<file path="src/rtl/pipe_skid_buf_pkg.sv">
// Shared definitions for the skid-buffer pipeline: stage state encoding,
// parameter limits and the state-to-occupancy mapping.
package pipe_skid_buf_pkg;

    localparam int unsigned STAGES_MIN = 1;
    localparam int unsigned STAGES_MAX = 4;
    localparam int unsigned DATA_W_MIN = 1;
    localparam int unsigned DATA_W_MAX = 128;

    // Width of one stage's occupancy (0, 1 or 2 entries)
    localparam int unsigned OCC_W = 2;

    typedef enum logic [1:0] {
        ST_EMPTY = 2'b00,
        ST_ONE   = 2'b01,
        ST_TWO   = 2'b10
    } skid_state_e;

    // Number of entries held by a stage in the given state
    function automatic logic [OCC_W-1:0] occupancy(input skid_state_e st);
        case (st)
            ST_ONE:  return OCC_W'(1);
            ST_TWO:  return OCC_W'(2);
            default: return OCC_W'(0);
        endcase
    endfunction

endpackage

</file>
<file path="src/rtl/pipe_skid_stage.sv">
// One skid stage: a main register feeding the output and a skid register
// that absorbs a single word of backpressure, so ready depends only on state.
module pipe_skid_stage
    import pipe_skid_buf_pkg::*;
#(
    parameter int unsigned DATA_W = 32
) (
    input  logic              clk_i,
    input  logic              rst_i,
    input  logic              flush_i,
    input  logic              in_valid_i,
    output logic              in_ready_o,
    input  logic [DATA_W-1:0] in_data_i,
    output logic              out_valid_o,
    input  logic              out_ready_i,
    output logic [DATA_W-1:0] out_data_o,
    output logic [OCC_W-1:0]  occ_d_o
);

    skid_state_e       state_q, state_d;
    logic [DATA_W-1:0] main_q, main_d;
    logic [DATA_W-1:0] skid_q, skid_d;
    logic              in_fire;
    logic              out_fire;

    assign in_ready_o  = (state_q != ST_TWO);
    assign out_valid_o = (state_q != ST_EMPTY);
    assign out_data_o  = main_q;

    // A flush suppresses the input transfer; the output side simply empties
    assign in_fire  = in_valid_i & in_ready_o & ~flush_i;
    assign out_fire = out_valid_o & out_ready_i;

    assign occ_d_o = occupancy(state_d);

    // Next state and data register loads
    always_comb begin
        state_d = state_q;
        main_d  = main_q;
        skid_d  = skid_q;
        if (flush_i) begin
            state_d = ST_EMPTY;
        end else begin
            case (state_q)
                ST_EMPTY: begin
                    if (in_fire) begin
                        state_d = ST_ONE;
                        main_d  = in_data_i;
                    end
                end
                ST_ONE: begin
                    if (in_fire && !out_fire) begin
                        state_d = ST_TWO;
                        skid_d  = in_data_i;
                    end else if (!in_fire && out_fire) begin
                        state_d = ST_EMPTY;
                    end else if (in_fire && out_fire) begin
                        main_d = in_data_i;
                    end
                end
                ST_TWO: begin
                    if (out_fire) begin
                        state_d = ST_ONE;
                        main_d  = skid_q;
                    end
                end
                default: begin
                    state_d = ST_EMPTY;
                end
            endcase
        end
    end

    // State and data registers; data survives a flush, only reset clears it
    always_ff @(posedge clk_i or negedge rst_i) begin
        if (!rst_i) begin
            state_q <= ST_EMPTY;
            main_q  <= '0;
            skid_q  <= '0;
        end else begin
            state_q <= state_d;
            main_q  <= main_d;
            skid_q  <= skid_d;
        end
    end

endmodule

</file>
<file path="src/rtl/pipe_skid_buf.sv">
// Cascade of STAGES skid stages with a registered total occupancy count.
module pipe_skid_buf
    import pipe_skid_buf_pkg::*;
#(
    parameter int unsigned DATA_W = 32,
    parameter int unsigned STAGES = 1
) (
    input  logic                             clk_i,
    input  logic                             rst_i,
    input  logic                             flush_i,
    input  logic                             in_valid_i,
    output logic                             in_ready_o,
    input  logic [DATA_W-1:0]                in_data_i,
    output logic                             out_valid_o,
    input  logic                             out_ready_i,
    output logic [DATA_W-1:0]                out_data_o,
    output logic [$clog2(2*STAGES+1)-1:0]    count_o
);

    localparam int unsigned CNT_W = $clog2(2*STAGES+1);

    // Handshake chain: index k is the input of stage k, index STAGES the output
    logic [STAGES:0]              ch_valid;
    logic [STAGES:0]              ch_ready;
    logic [STAGES:0][DATA_W-1:0]  ch_data;
    logic [STAGES-1:0][OCC_W-1:0] occ_d;
    logic [CNT_W-1:0]             count_q, count_d;

    assign ch_valid[0]      = in_valid_i;
    assign ch_data[0]       = in_data_i;
    assign ch_ready[STAGES] = out_ready_i;

    for (genvar k = 0; k < STAGES; k++) begin : g_stage
        pipe_skid_stage #(
            .DATA_W (DATA_W)
        ) u_stage (
            .clk_i       (clk_i),
            .rst_i       (rst_i),
            .flush_i     (flush_i),
            .in_valid_i  (ch_valid[k]),
            .in_ready_o  (ch_ready[k]),
            .in_data_i   (ch_data[k]),
            .out_valid_o (ch_valid[k+1]),
            .out_ready_i (ch_ready[k+1]),
            .out_data_o  (ch_data[k+1]),
            .occ_d_o     (occ_d[k])
        );
    end

    // Upstream ready is held low during reset and flush
    assign in_ready_o  = rst_i & ~flush_i & ch_ready[0];
    assign out_valid_o = ch_valid[STAGES];
    assign out_data_o  = ch_data[STAGES];
    assign count_o     = count_q;

    // Total occupancy after this edge, summed from every stage
    always_comb begin
        count_d = '0;
        for (int unsigned k = 0; k < STAGES; k++) begin
            count_d = count_d + CNT_W'(occ_d[k]);
        end
    end

    // Registered occupancy count
    always_ff @(posedge clk_i or negedge rst_i) begin
        if (!rst_i) begin
            count_q <= '0;
        end else begin
            count_q <= count_d;
        end
    end

endmodule

</file>
<file path="config.mk">
export PLATFORM = sky130hd
export DESIGN_NAME = pipe_skid_buf
export DESIGN_NICKNAME = d
export VERILOG_FILES = /design/src/rtl/pipe_skid_buf_pkg.sv /design/src/rtl/pipe_skid_stage.sv /design/src/rtl/pipe_skid_buf.sv
export SDC_FILE = /design/constraint.sdc
export NUM_CORES = 1
export LEC_CHECK = 0
export CAP_MARGIN = 40
export CELL_PAD_IN_SITES_DETAIL_PLACEMENT = 1
export CELL_PAD_IN_SITES_GLOBAL_PLACEMENT = 1
export CORE_MARGIN = 2
export CORE_UTILIZATION = 40
export CTS_CLUSTER_DIAMETER = 50
export DETAILED_ROUTE_END_ITERATION = 6
export PLACE_DENSITY = 0.86
export SETUP_SLACK_MARGIN = 0.3
export SYNTH_ARGS = -nofsm -noshare
export SYNTH_HDL_FRONTEND = slang
export SYNTH_HIERARCHICAL = 1
export SYNTH_SLANG_ARGS = --single-unit
export TNS_END_PERCENT = 50
</file>
<file path="constraint.sdc">
create_clock -name clk_i -period 2.2 [get_ports clk_i]
set_clock_uncertainty 0.05 [all_clocks]
set_input_delay 0.55 -clock clk_i [delete_from_list [all_inputs] [get_ports clk_i]]
set_output_delay 0.55 -clock clk_i [all_outputs]
set_load 0.03 [all_outputs]
</file>
==> results.txt, run 1 <==
Status - finished, final reports clean
RSZ-0062 raised after global routing - true
Num CTS Buffers - 9
Top-area cell type share of the netlist area - 0.517
Overflow left after global routing - 0
Slowest library cell on the worst path - clkdlybuf4s50_1
Cells after synthesis - 193
Rel. slew slack - 0.705
Core area - 8090 um2
Area Growth Syn to Fin - 34.7%
CTS tree - built
Synth Cell Area - 3290 um2
Leakage power - 2.05 nW
Final Cycle Share - 0.872
Die area - 8970 um2
Number of synthesized flops with an enable pin - 0
DR DRC count - 0
FF-to-FF path depth - 5
Crit path to - count_o[1]
Syn Nets - 230
Wire length per cell - 16.7 um
Cell count along the critical path - 1
Count leader, synth - dfrtp_1
FF-to-FF setup slack - 0.41 ns
Buffers on Ports - 72
Worst-Margin Slew - 0.442 ns
Largest net degree at the start of global routing - 37
H-tree depth - 3
N_diodes - 0
Initial core utilization - 0.406
First drt pass iteration count - 4
Worst Setup End Kind - output port
Setup Crit Path Kind - reg2out
Final WS setup - 0.282 ns
Post-synthesis area per instance - 17.0 um2
Synth unique cells - 23
Data arrival time of the critical path - 1.32 ns
DP Worst Slack - -0.144 ns
Total GRT Usage - 0.163
Crit start category - flip-flop
Routed Antenna Nets - 0
Clk root buf - clkbuf_8
Hpwl dp - 4490 um
TNS Setup - 0 ns
Synth area leaders - dfrtp_1, mux2_4, mux2_2
Ys flop type - dfrtp_1
Die H - 94.7 um
Nets - 323
Crit path max-delay family - buffers and inverters
Min cycle time layout - 1.92 ns
Critical Path RT - 1.60 ns
Final core utilization - 0.547
CTS Buffer Depth - 2
Sequential area share after synthesis - 0.517
Die W - 94.7 um
Crit Reg-Reg Startpoint - g_stage[0].u_stage/state_q[0]
Clk sinks - 68
Synth warnings - 6
CTS clk-pin slew, worst paths - 0.08 ns
Fmax - 521 MHz
IO Count - 73
Max Fanout on Critical Path - 1
First-pass GRT wire length - 11100 um
Slew Viols, Final - 0
Share of layout cells above drive strength 1 - 0.460
Max Cap Viol - 0
Antenna violations before repair - 0
Vias - 1916
Min-Delay Path Class - in2async
Buf/Inv on CP - 1
FFs w/ async S/R, synth - 1.00
Rows - 33
DRT Wirelength - 6600 um
Final Hold Vio Count - 0
GPL Wtd Cong - 0.686
Worst skew pair latency - 0.33 ns
Capturing point of the worst reg2reg path - g_stage[0].u_stage/out_data_o[28]
Vias/cell - 4.84
First DRT Iteration DRCs - 30
Worst setup path startpoint - count_o[1]
Number of global-route vias before repair - 2155
Power Density - 854 nW/um2
Area leader, netlist - dfrtp_1
Worst VDD drop - 0.382 mV
# hold bufs at CTS - 0
CP max stage delay - 0.66 ns
Seq cells post-synth - 68
Commonest cells in the netlist - dfrtp_1, mux2_4, mux2_2
Critical path cell sequence - clkdlybuf4s50_1
Setup violators final - 0
## per-stage QoR
step	std cells	power [W]	hold WS (ns)	cell area (um2)
floorplan	193	0.00239	0.204	3290
global placement	371	0.00280	0.411	4110
detailed placement	372	0.00286	0.422	4130
CTS	396	0.00385	0.241	4420
global route	396	0.00400	0.253	4430
finish	396	0.00378	0.235	4430
## power by group
group	total, W	switching [W]	internal (W)
registers	0.00170	0.000160	0.00154
clock network	0.00102	0.000472	0.000552
logic	0.00106	0.000490	0.000566
## metal layers
metal | wire [um] | vias up | GRT usage
li1 | - | 873 | -
met1 | 2920 | 986 | 0.208
met2 | 3290 | 49 | 0.272
met3 | 318 | 8 | 0.0359
met4 | 70 | 0 | 0.0616
met5 | 0 | - | 0
## flip-flops by register name (all words and copies together) (netlist names)
signal,count
g_stage.u_stage/out_data_o,32
count_o,2
g_stage.u_stage/state_q,2
g_stage.u_stage/skid_q,32
## layout by cell type (no fill, tap or decap), drive strengths merged, types with 2 or more instances in the layout
| cell type | synthesis | layout |
|---|---|---|
| dfrtp | 68 | 68 |
| mux2 | 96 | 96 |
| bufbuf | 0 | 2 |
| buf | 10 | 20 |
| nor2b | 2 | 2 |
| clkdlybuf4s50 | 0 | 34 |
| nor3 | 2 | 2 |
| clkdlybuf4s15 | 0 | 2 |
| clkinv | 0 | 3 |
| clkbuf | 0 | 10 |
| dlygate4sd2 | 0 | 31 |
| dlymetal6s2s | 0 | 3 |
| a21oi | 3 | 3 |
| nand2 | 2 | 2 |
| clkinvlp | 0 | 2 |
| nor2 | 2 | 2 |
## worst min path at each step
stage | startpoint | to | slack (ns) | cells after the start
3_5_place_dp | g_stage[0].u_stage/skid_q[17] | g_stage[0].u_stage/skid_q[17] | 0.42 | 1
3_3_place_gp | g_stage[0].u_stage/skid_q[17] | g_stage[0].u_stage/skid_q[17] | 0.41 | 1
4_1_cts | rst_i | g_stage[0].u_stage/skid_q[14] | 0.24 | 2
6_report | rst_i | g_stage[0].u_stage/out_data_o[13] | 0.23 | 2
2_1_floorplan | rst_i | count_o[0] | 0.20 | 0
5_1_grt | rst_i | g_stage[0].u_stage/skid_q[14] | 0.25 | 2
## cells by family after synthesis
kind of cell / count (synthesis) / synth area share
buf+inv: 11 / 0.0468
mux: 96 / 0.395
simple gates: 13 / 0.0282
flops: 68 / 0.517
compound gates: 5 / 0.0129
## repair_timing
action / 4_1_cts / 5_1_grt
pin swaps: 1 / 0
cloned: 2 / 0
setup endpoints to repair: 99 / 7
resized for setup: 41 / 3
setup buffers: 6 / 0
## cell type report
type | count | area, um2
clock buffer | 10 | 138
tap | 105 | 131
timing repair buffer | 92 | 938
sequential | 68 | 1700
fill | 812 | 3660
clock inverter | 6 | 63.8
inverter | 1 | 3.75
multi-input combinational | 114 | 1450
Power figures use the tool's default switching activity.
==> run 2, diff against run 1 <==
SETUP_SLACK_MARGIN = default   (was 0.3)
==> run 2 against run 1 <==
Effect of this change:
- wire length decreased by 4.6%
- highest routed layer unchanged
- sequential share of layout area increased by 0.85 points
- first-iteration DRC count increased by 10%
==> results.txt, run 2 (synthesis results as in run 1) <==
FF-to-FF setup slack - 0.43 ns (was 0.41 ns)
FF-to-FF path depth - 4 (was 5)
H-tree depth - 3 (unchanged)
Critical Path RT - 1.60 ns (about the same)
Most frequent cells in the layout - dfrtp_1, clkdlybuf4s50_1, mux2_4 (was dfrtp_1, mux2_4, clkdlybuf4s50_1)
Antenna violations before repair - 0 (unchanged)
Worst VDD drop - 0.393 mV (was 0.382 mV)
Min cycle time layout - 2.04 ns (was 1.92 ns)
Total GRT Usage - 0.155 (was 0.163)
Clk root buf - clkbuf_8 (unchanged)
DRT Wirelength - 6290 um (was 6600 um)
Core area - 8090 um2 (unchanged)
Die area - 8970 um2 (unchanged)
Nets - 315 (was 323)
Wire length per cell - 16.2 um (was 16.7 um)
Number of global-route vias before repair - 2098 (was 2155)
# hold bufs at CTS - 0 (unchanged)
Setup violators final - 0 (unchanged)
Data arrival time of the critical path - 1.44 ns (was 1.32 ns)
Post-Layout Cell Count - 388 (was 396)
Max Cap Viol - 0 (unchanged)
Rows - 33 (unchanged)
Overflow left after global routing - 0 (unchanged)
CTS Buffer Depth - 2 (unchanged)
CTS tree - built (unchanged)
First DRT Iteration DRCs - 33 (was 30)
Area Growth Syn to Fin - 31.6% (was 34.7%)
Buffers on Ports - 72 (unchanged)
Crit Reg-Reg Startpoint - g_stage[0].u_stage/state_q[1] (was g_stage[0].u_stage/state_q[0])
DR DRC count - 0 (unchanged)
Routed Antenna Nets - 0 (unchanged)
Capturing point of the worst reg2reg path - g_stage[0].u_stage/out_data_o[18] (was g_stage[0].u_stage/out_data_o[28])
Largest net degree at the start of global routing - 37 (unchanged)
Vias - 1866 (was 1916)
First-pass GRT wire length - 10600 um (was 11100 um)
Worst-Margin Slew - 0.441 ns (was 0.442 ns)
Clk sinks - 68 (unchanged)
Initial core utilization - 0.406 (unchanged)
N_diodes - 0 (unchanged)
First drt pass iteration count - 4 (unchanged)
Die H - 94.7 um (unchanged)
Final Cycle Share - 0.927 (was 0.872)
FILL cells - 808 (was 812)
Status - finished, final reports clean (unchanged)
Min-Delay Path Class - in2async (unchanged)
Slew Viols, Final - 0 (unchanged)
Tot Pwr - 0.00384 W (was 0.00378 W)
Power Density - 887 nW/um2 (was 854 nW/um2)
Leakage power - 1.90 nW (was 2.05 nW)
Worst Setup End Kind - output port (unchanged)
Final Hold Vio Count - 0 (unchanged)
Fmax - 490 MHz (was 521 MHz)
Rel. slew slack - 0.706 (was 0.705)
Setup Crit Path Kind - reg2out (unchanged)
Post-placement cell count - 372 (unchanged)
TNS Setup - 0 ns (unchanged)
IO Count - 73 (unchanged)
Vias/cell - 4.81 (was 4.84)
CTS clk-pin slew, worst paths - 0.08 ns (about the same)
Hpwl dp - 4490 um (unchanged)
Worst skew pair latency - 0.33 ns (about the same)
GPL Wtd Cong - 0.686 (unchanged)
Die W - 94.7 um (unchanged)
Num CTS Buffers - 9 (unchanged)
Max Fanout on Critical Path - 6 (was 1)
Crit start category - flip-flop (unchanged)
Share of layout cells above drive strength 1 - 0.435 (was 0.460)
RSZ-0062 raised after global routing - false (was true)
run 2: layout make-up:
class,instances,area [um2],share of cell area
Clock inverter,6,63.8,0.0147
Multi-Input combinational cell,114,1440,0.333
Sequential cell,68,1700,0.393
Inverter,1,3.75,0.000867
Timing Repair Buffer,84,851,0.196
Clock buffer,10,138,0.0318
Tap cell,105,131,0.0303
run 2: metal layers:
layer	wire, um	track usage
met1	2790	0.197
met4	70	0.0616
met2	3120	0.257
met3	312	0.0359
met5	0	0
run 2: per-stage QoR:
step	hold WS [ns]	util	instance area [um2]	worst slack [ns]
after global placement	0.411	0.508	4110	-0.0778
after global routing	0.256	0.535	4330	0.0848
after floorplan	0.204	-	3290	0.405
after CTS	0.241	0.535	4330	0.135
after detailed placement	0.422	0.511	4130	-0.144
final	0.234	0.535	4330	0.161
run 2: report_power, final:
part           internal [W]  switching, W  total [W]
clock network      0.000552      0.000471    0.00102
logic              0.000627      0.000482    0.00111
registers           0.00154      0.000166    0.00171
total               0.00272       0.00112    0.00384
run 2: worst max-delay path, cell delays in order (launching register included):
cell	delay, ns
dfrtp_1	0.46
or2_2	0.30
dlygate4sd2_1	0.35
run 2: what timing repair did:
action / 4_1_cts / 5_1_grt
endpoints found under the setup margin: 2 / 0
gates resized for setup: 2 / 0
setup buffers: 0 / 0
run 2: worst max path at each step:
stage	startpoint	cells after the start	endpoint	slack, ns
detailed placement	in_valid_i	5	g_stage[0].u_stage/skid_q[4]	-0.14
global placement	out_ready_i	6	g_stage[0].u_stage/out_data_o[23]	-0.08
floorplan	g_stage[0].u_stage/state_q[1]	5	in_ready_o	0.41
CTS	g_stage[0].u_stage/state_q[0]	2	out_valid_o	0.13
global route	g_stage[0].u_stage/state_q[0]	2	out_valid_o	0.08
finish	g_stage[0].u_stage/state_q[0]	2	out_valid_o	0.16
